--- src/rtl/uart_event_tx.sv ---
`default_nettype none
// +--------------------------------------------------------------------------+
// | Module      : uart_event_tx                                              |
// | Description : Queues game events (score, lines, game over) and sends    |
// |               each as a 4-byte framed message (HDR,TYPE,PAYLOAD,CHK)    |
// |               over txdata/txclk, paced by txready handshaking.          |
// | Revision    : 1.0  initial release                                      |
// +--------------------------------------------------------------------------+
module uart_event_tx #(
   parameter int         FIFO_DEPTH = 4,
   parameter logic [7:0] HEADER     = 8'hA5
) (
   input  logic                          hz100,
   input  logic                          reset,
   input  logic [7:0]                    score,
   input  logic                          lines_pulse,
   input  logic [2:0]                    lines_n,
   input  logic                          gameover_pulse,
   input  logic                          txready,
   output logic [7:0]                    txdata,
   output logic                          txclk,
   output logic                          busy,
   output logic [$clog2(FIFO_DEPTH):0]   q_count
);

   localparam int         AW      = $clog2(FIFO_DEPTH);
   localparam int         CW      = AW + 1;
   localparam logic [1:0] T_SCORE = 2'd1;
   localparam logic [1:0] T_LINES = 2'd2;
   localparam logic [1:0] T_GOVER = 2'd3;

   typedef enum logic [2:0] {
      S_IDLE    = 3'd0,
      S_LOAD    = 3'd1,
      S_SEND    = 3'd2,
      S_WAIT_LO = 3'd3,
      S_WAIT_HI = 3'd4
   } state_t;

   // pending stage
   logic          score_pend_q, score_pend_d;
   logic [7:0]    score_ref_q,  score_ref_d;
   logic          lines_pend_q, lines_pend_d;
   logic [7:0]    lines_acc_q,  lines_acc_d;
   logic          gover_pend_q, gover_pend_d;
   logic [7:0]    gover_val_q,  gover_val_d;
   logic [8:0]    lines_sum;

   // message queue: {type[1:0], payload[7:0]}
   logic [9:0]    mem_q [FIFO_DEPTH];
   logic [9:0]    mem_d [FIFO_DEPTH];
   logic [AW-1:0] wptr_q, wptr_d, rptr_q, rptr_d;
   logic [CW-1:0] count_q, count_d;
   logic          push, pop, can_push;
   logic [9:0]    push_entry, head;

   // transmitter
   state_t        state_q, state_d;
   logic [1:0]    idx_q, idx_d;
   logic [1:0]    type_q, type_d;
   logic [7:0]    payload_q, payload_d;
   logic [7:0]    txdata_q, txdata_d;

   function automatic logic [7:0] frame_byte(input logic [1:0] i,
                                             input logic [1:0] t,
                                             input logic [7:0] p);
      case (i)
         2'd0:    frame_byte = HEADER;
         2'd1:    frame_byte = {6'b0, t};
         2'd2:    frame_byte = p;
         default: frame_byte = HEADER ^ {6'b0, t} ^ p;
      endcase
   endfunction

   assign pop      = (state_q == S_LOAD);
   // a pop in the same cycle frees the slot this push takes
   assign can_push = (count_q != CW'(FIFO_DEPTH)) || pop;
   assign head     = mem_q[rptr_q];

   // Capture events into pending flags and pick at most one to enqueue
   always_comb begin
      score_pend_d = score_pend_q;
      score_ref_d  = score_ref_q;
      lines_pend_d = lines_pend_q;
      lines_acc_d  = lines_acc_q;
      gover_pend_d = gover_pend_q;
      gover_val_d  = gover_val_q;
      push         = 1'b0;
      push_entry   = 10'd0;
      lines_sum    = {1'b0, lines_acc_q} + {6'b0, lines_n};

      if (gameover_pulse) begin
         gover_pend_d = 1'b1;
         gover_val_d  = score;
      end
      if (lines_pulse) begin
         lines_pend_d = 1'b1;
         lines_acc_d  = lines_sum[8] ? 8'hFF : lines_sum[7:0];
      end
      if (score != score_ref_q) begin
         score_pend_d = 1'b1;
      end

      if (can_push) begin
         if (gover_pend_q) begin
            push         = 1'b1;
            push_entry   = {T_GOVER, gover_val_q};
            gover_pend_d = gameover_pulse;
         end else if (lines_pend_q) begin
            push         = 1'b1;
            push_entry   = {T_LINES, lines_acc_q};
            // a pulse landing now starts the next accumulation
            lines_pend_d = lines_pulse;
            lines_acc_d  = lines_pulse ? {5'b0, lines_n} : 8'd0;
         end else if (score_pend_q) begin
            push         = 1'b1;
            push_entry   = {T_SCORE, score};
            score_pend_d = 1'b0;
            score_ref_d  = score;
         end
      end
   end

   // FIFO pointer, occupancy and storage update
   always_comb begin
      mem_d  = mem_q;
      wptr_d = wptr_q;
      rptr_d = rptr_q;
      if (push) begin
         mem_d[wptr_q] = push_entry;
         wptr_d        = wptr_q + AW'(1);
      end
      if (pop) begin
         rptr_d = rptr_q + AW'(1);
      end
      case ({push, pop})
         2'b10:   count_d = count_q + CW'(1);
         2'b01:   count_d = count_q - CW'(1);
         default: count_d = count_q;
      endcase
   end

   // Transmit FSM next-state and datapath
   always_comb begin
      state_d   = state_q;
      idx_d     = idx_q;
      type_d    = type_q;
      payload_d = payload_q;
      txdata_d  = txdata_q;
      case (state_q)
         S_IDLE: begin
            if ((count_q != '0) && txready) state_d = S_LOAD;
         end
         S_LOAD: begin
            type_d    = head[9:8];
            payload_d = head[7:0];
            idx_d     = 2'd0;
            txdata_d  = HEADER;
            state_d   = S_SEND;
         end
         S_SEND: begin
            state_d = S_WAIT_LO;
         end
         S_WAIT_LO: begin
            if (!txready) state_d = S_WAIT_HI;
         end
         S_WAIT_HI: begin
            if (txready) begin
               if (idx_q == 2'd3) begin
                  state_d = S_IDLE;
               end else begin
                  idx_d    = idx_q + 2'd1;
                  txdata_d = frame_byte(idx_q + 2'd1, type_q, payload_q);
                  state_d  = S_SEND;
               end
            end
         end
         default: state_d = S_IDLE;
      endcase
   end

   // State registers with synchronous reset
   always_ff @(posedge hz100) begin
      if (reset) begin
         score_pend_q <= 1'b0;
         score_ref_q  <= 8'd0;
         lines_pend_q <= 1'b0;
         lines_acc_q  <= 8'd0;
         gover_pend_q <= 1'b0;
         gover_val_q  <= 8'd0;
         for (int i = 0; i < FIFO_DEPTH; i++) mem_q[i] <= 10'd0;
         wptr_q       <= '0;
         rptr_q       <= '0;
         count_q      <= '0;
         state_q      <= S_IDLE;
         idx_q        <= 2'd0;
         type_q       <= 2'd0;
         payload_q    <= 8'd0;
         txdata_q     <= 8'd0;
      end else begin
         score_pend_q <= score_pend_d;
         score_ref_q  <= score_ref_d;
         lines_pend_q <= lines_pend_d;
         lines_acc_q  <= lines_acc_d;
         gover_pend_q <= gover_pend_d;
         gover_val_q  <= gover_val_d;
         mem_q        <= mem_d;
         wptr_q       <= wptr_d;
         rptr_q       <= rptr_d;
         count_q      <= count_d;
         state_q      <= state_d;
         idx_q        <= idx_d;
         type_q       <= type_d;
         payload_q    <= payload_d;
         txdata_q     <= txdata_d;
      end
   end

   assign txdata  = txdata_q;
   assign txclk   = (state_q == S_SEND);
   assign busy    = (state_q != S_IDLE);
   assign q_count = count_q;

endmodule
`default_nettype wire

--- config.mk ---
export PLATFORM = sky130hd
export DESIGN_NAME = uart_event_tx
export DESIGN_NICKNAME = d
export VERILOG_FILES = /design/src/rtl/uart_event_tx.sv
export SDC_FILE = /design/constraint.sdc
export NUM_CORES = 1
export LEC_CHECK = 0
export CAP_MARGIN = 20
export CELL_PAD_IN_SITES_DETAIL_PLACEMENT = 1
export CELL_PAD_IN_SITES_GLOBAL_PLACEMENT = 1
export CORE_MARGIN = 10
export CORE_UTILIZATION = 38
export DETAILED_ROUTE_END_ITERATION = 12
export DONT_BUFFER_PORTS = 1
export PLACE_DENSITY_LB_ADDON = 0.3
export SYNTH_ARGS = -nofsm -noshare
export SYNTH_HDL_FRONTEND = slang
export SYNTH_SLANG_ARGS = --single-unit
--- constraint.sdc ---
create_clock -name hz100 -period 2.4 [get_ports hz100]
set_input_delay 0.24 -clock hz100 [delete_from_list [all_inputs] [get_ports hz100]]
set_output_delay 0.24 -clock hz100 [all_outputs]
set_load 0.03 [all_outputs]
==> impl_results.md, run 1 <==
* Design area at 5150 um^2
* Tcrit/Tclk final at 89.1%
* Async SR Flop Fraction at 0%
* Seq/Total Area, Yosys at 42.3%
* Status: finished, final reports clean
* CTS root buffer: clkbuf_16
* Initial DRC count at 121
* Synth Instances at 522
* Main combinational cell family by area after synthesis: simple AND/OR/NAND/NOR gates
* Layout cell share with drive strength beyond 1 at 12.0%
* Vias per cell at 5.40
* Worst path cell trace: nor3b_4 > a21oi_2 > inv_1 > ha_2 > inv_1 > fa_1 > xor2_1 > or3_1 > a21oi_1
* DR WL/cell at 17.1 um
* DR pass1 iterations at 4
* Avg Cell Area, Syn at 8.79 um^2
* Slowest stage delay, CP at 0.40 ns
* Crit path max fanout at 5
* Post-Syn Area at 4590 um^2
* Number of global-route vias before repair at 3,826
* Final Hold Vio Count at 0
* CTS tree: done
* CTS Buf Count at 9
* Yosys top cell area share at 42.3%
* Count of cells resized by post-cts repair at 0
* Synth Area in Adders at 4.14%
* Initial Util at 38.5%
* Post-DP HPWL at 8000 um
* # H-tree levels at 3
* DR vias at 3,636
* Fin. max-slew vios at 0
* Power Total at 4.89 mW
* Die Area at 16,900 um^2
* Number of synthesized flops with an enable pin at 0
* Slew headroom at 47.2%
* Die Height at 130 um
* Crit Path Category: reg2reg
* Peak Freq at 468 MHz
* Maxcap violations at 0
* Fin crit period at 2.14 ns
* Max stage delay cell, worst path: dfxtp_2
* Leakage at 1.85 nW
* Clock sink total at 97
* Slew @ Worst Pin at 0.791 ns
* Compound-gate portion of the synthesized area at 16.7%
* Final antenna-violating net count at 0
* Largest net degree at the start of global routing at 55
* WL final at 11,500 um
* VDD IR max at 0.404 mV
* # placed instances at 655
* Max Root-Sink Buffers at 2
* Synth unique cells at 52
* Setup_tns at 0 ns
* Clock Latency Late Sink at 0.36 ns
* Top post-synthesis cells by area: dfxtp_1 (42%), nand2_1 (8.1%), mux2i_1 (5.2%), mux4_2 (4.9%), a21oi_1 (4.0%)
* Die Span X at 130 um
* Final setup vio count at 0
* Gpl congestion at 0.768
* Initial antenna violation count at 0
* Metal-1 WL at 5170 um
* Core ar. at 11,900 um^2
* Mux cell area share after synthesis at 10.1%
* Worst min path class: in2reg
* Max Used Layer: met4
* CTS Hold Bufs at 2
* Synth top cells by count: nand2_1 (99), dfxtp_1 (97), nor2_1 (40)
* Postcts setup bufs at 0
* Type of destination of the critical path: flop
* Xor-xnor portion of the synthesized cell area at 3.24%
* Most used cell, CP: inv_1
* Startpoint Class: flop
* First-pass GRT wire length at 19,700 um
* CP bufs+invs at 2
* Power Density at 950 nW/um^2
* Clk slew on worst S/H paths at 0.07 ns
* Finished Layout Cells at 673
* Yosys reg bits at 97
* Syn-to-layout area delta at 12.2%
* Rows at 40
* GR Util All Layers at 14.7%
* # DRC at 0
* Critical path data arrival time at 2.42 ns
* Final Net Count at 551
* CP top delay family: simple AND/OR/NAND/NOR gates
* Io pins at 29
* Yosys warnings at 0
* Most area-hungry cell type in the Yosys netlist: dfxtp_1
* Worst-case clock skew at 0.00893 ns
* RSZ-0062 raised after global routing: no
* Post-Synthesis Net Count at 552
* Top-count cell post-synth: nand2_1
* # diodes at 0
* Total global routing overflow at 0
* Post-Synth Simple-Gate Area at 17.8%
* Post-synth top flop: dfxtp_1
* Met2 wire len at 5480 um
* I/O Buffers at 0
* Met3 WL post-DR at 699 um
* Placed Area at 4780 um^2
* WP data required at 2.69 ns
==> registers in the layout, summed over array words and instances, names as in the netlist <==
| name | count |
|---|---|
| gover_pend_q | 1 |
| gover_val_q | 8 |
| idx_q | 2 |
| lines_acc_q | 8 |
| lines_pend_q | 1 |
| mem_q | 40 |
| payload_q | 8 |
| q_count | 3 |
| rptr_q | 2 |
| score_pend_q | 1 |
| score_ref_q | 8 |
| state_q | 3 |
| txdata | 8 |
| type_q | 2 |
| wptr_q | 2 |
==> through the flow <==
stage,worst slack [ns],hold WS (ns),util [%]
2_1_floorplan,0.0000107,0.318,-
3_3_place_gp,0.356,0.317,40.2
3_5_place_dp,0.277,0.320,40.2
4_1_cts,0.249,0.0273,43.2
5_1_grt,0.104,0.0300,43.2
6_report,0.263,0.0369,43.2
==> routing by layer <==
metal | up-vias | GRT usage [%]
met4 | 0 | 4.76
met2 | 58 | 25.0
met3 | 16 | 4.95
li1 | 1807 | -
met5 | - | 0
met1 | 1755 | 17.0
==> power breakdown <==
| part | switching, mW | leakage (nW) | internal [mW] |
|---|---|---|---|
| clock | 0.663 | 0.157 | 0.924 |
| combinational | 0.754 | 0.902 | 0.514 |
| sequential | 0.228 | 0.791 | 1.81 |
==> logic make-up (layout without fill, tap and decap cells) <==
kind of cell             after synthesis  count (layout)
buffers and inverters                 61              65
multiplexers                          34              34
adder cells (fa/ha/maj)               14              14
AO/OA/AOI/OAI                        116             116
XOR/XNOR                              17              17
AND/OR/NAND/NOR                      183             183
flip-flops                            97              97
==> layout by cell type (no fill, tap or decap), drive strengths merged, types with 2 or more instances in the layout <==
| cell | instances |
|---|---|
| mux4 | 10 |
| nor4 | 2 |
| a311oi | 3 |
| clkinv | 2 |
| buf | 21 |
| xnor2 | 9 |
| clkbuf | 9 |
| nor3b | 3 |
| nand2 | 99 |
| nor3 | 6 |
| or3 | 3 |
| dfxtp | 97 |
| a21oi | 37 |
| xor2 | 8 |
| fa | 2 |
| a211oi | 11 |
| ha | 12 |
| a221oi | 12 |
| nand3 | 12 |
| a32o | 4 |
| bufinv | 2 |
| mux2i | 24 |
| a2bb2oi | 2 |
| inv | 29 |
| o21ai | 39 |
| nand3b | 10 |
| or3b | 2 |
| nor2 | 40 |
==> final timing paths <==
path / from / end / slack [ns] / cells after the start
max: q_count[1] / q_count[2] / 0.26 / 9
min: score[1] / score_ref_q[1] / 0.04 / 2
max reg2reg: q_count[1] / q_count[2] / 0.26 / 9
min reg2reg: mem_q[27] / mem_q[27] / 0.46 / 2
==> final cells by class <==
class                   instances  area, um^2
flip-flops and latches         97        1950
clock inverters                 7         103
well taps                     147         184
fillers                      1375        6760
repair buffers                 22         188
multi-input cells             364        2400
clock buffers                   9         225
inverters                      27         104
No activity file was read; power rests on OpenSTA's default activity.
==> run 2: changes to the inputs <==
--- a/config.mk
+++ b/config.mk
@@ -5,7 +5,7 @@
 export SDC_FILE = /design/constraint.sdc
 export NUM_CORES = 1
 export LEC_CHECK = 0
-export CAP_MARGIN = 20
+export CAP_MARGIN = 10
 export CELL_PAD_IN_SITES_DETAIL_PLACEMENT = 1
 export CELL_PAD_IN_SITES_GLOBAL_PLACEMENT = 1
 export CORE_MARGIN = 10
==> results of run 2 <==
Final layout, timing and power as in run 1 (identical DEF).
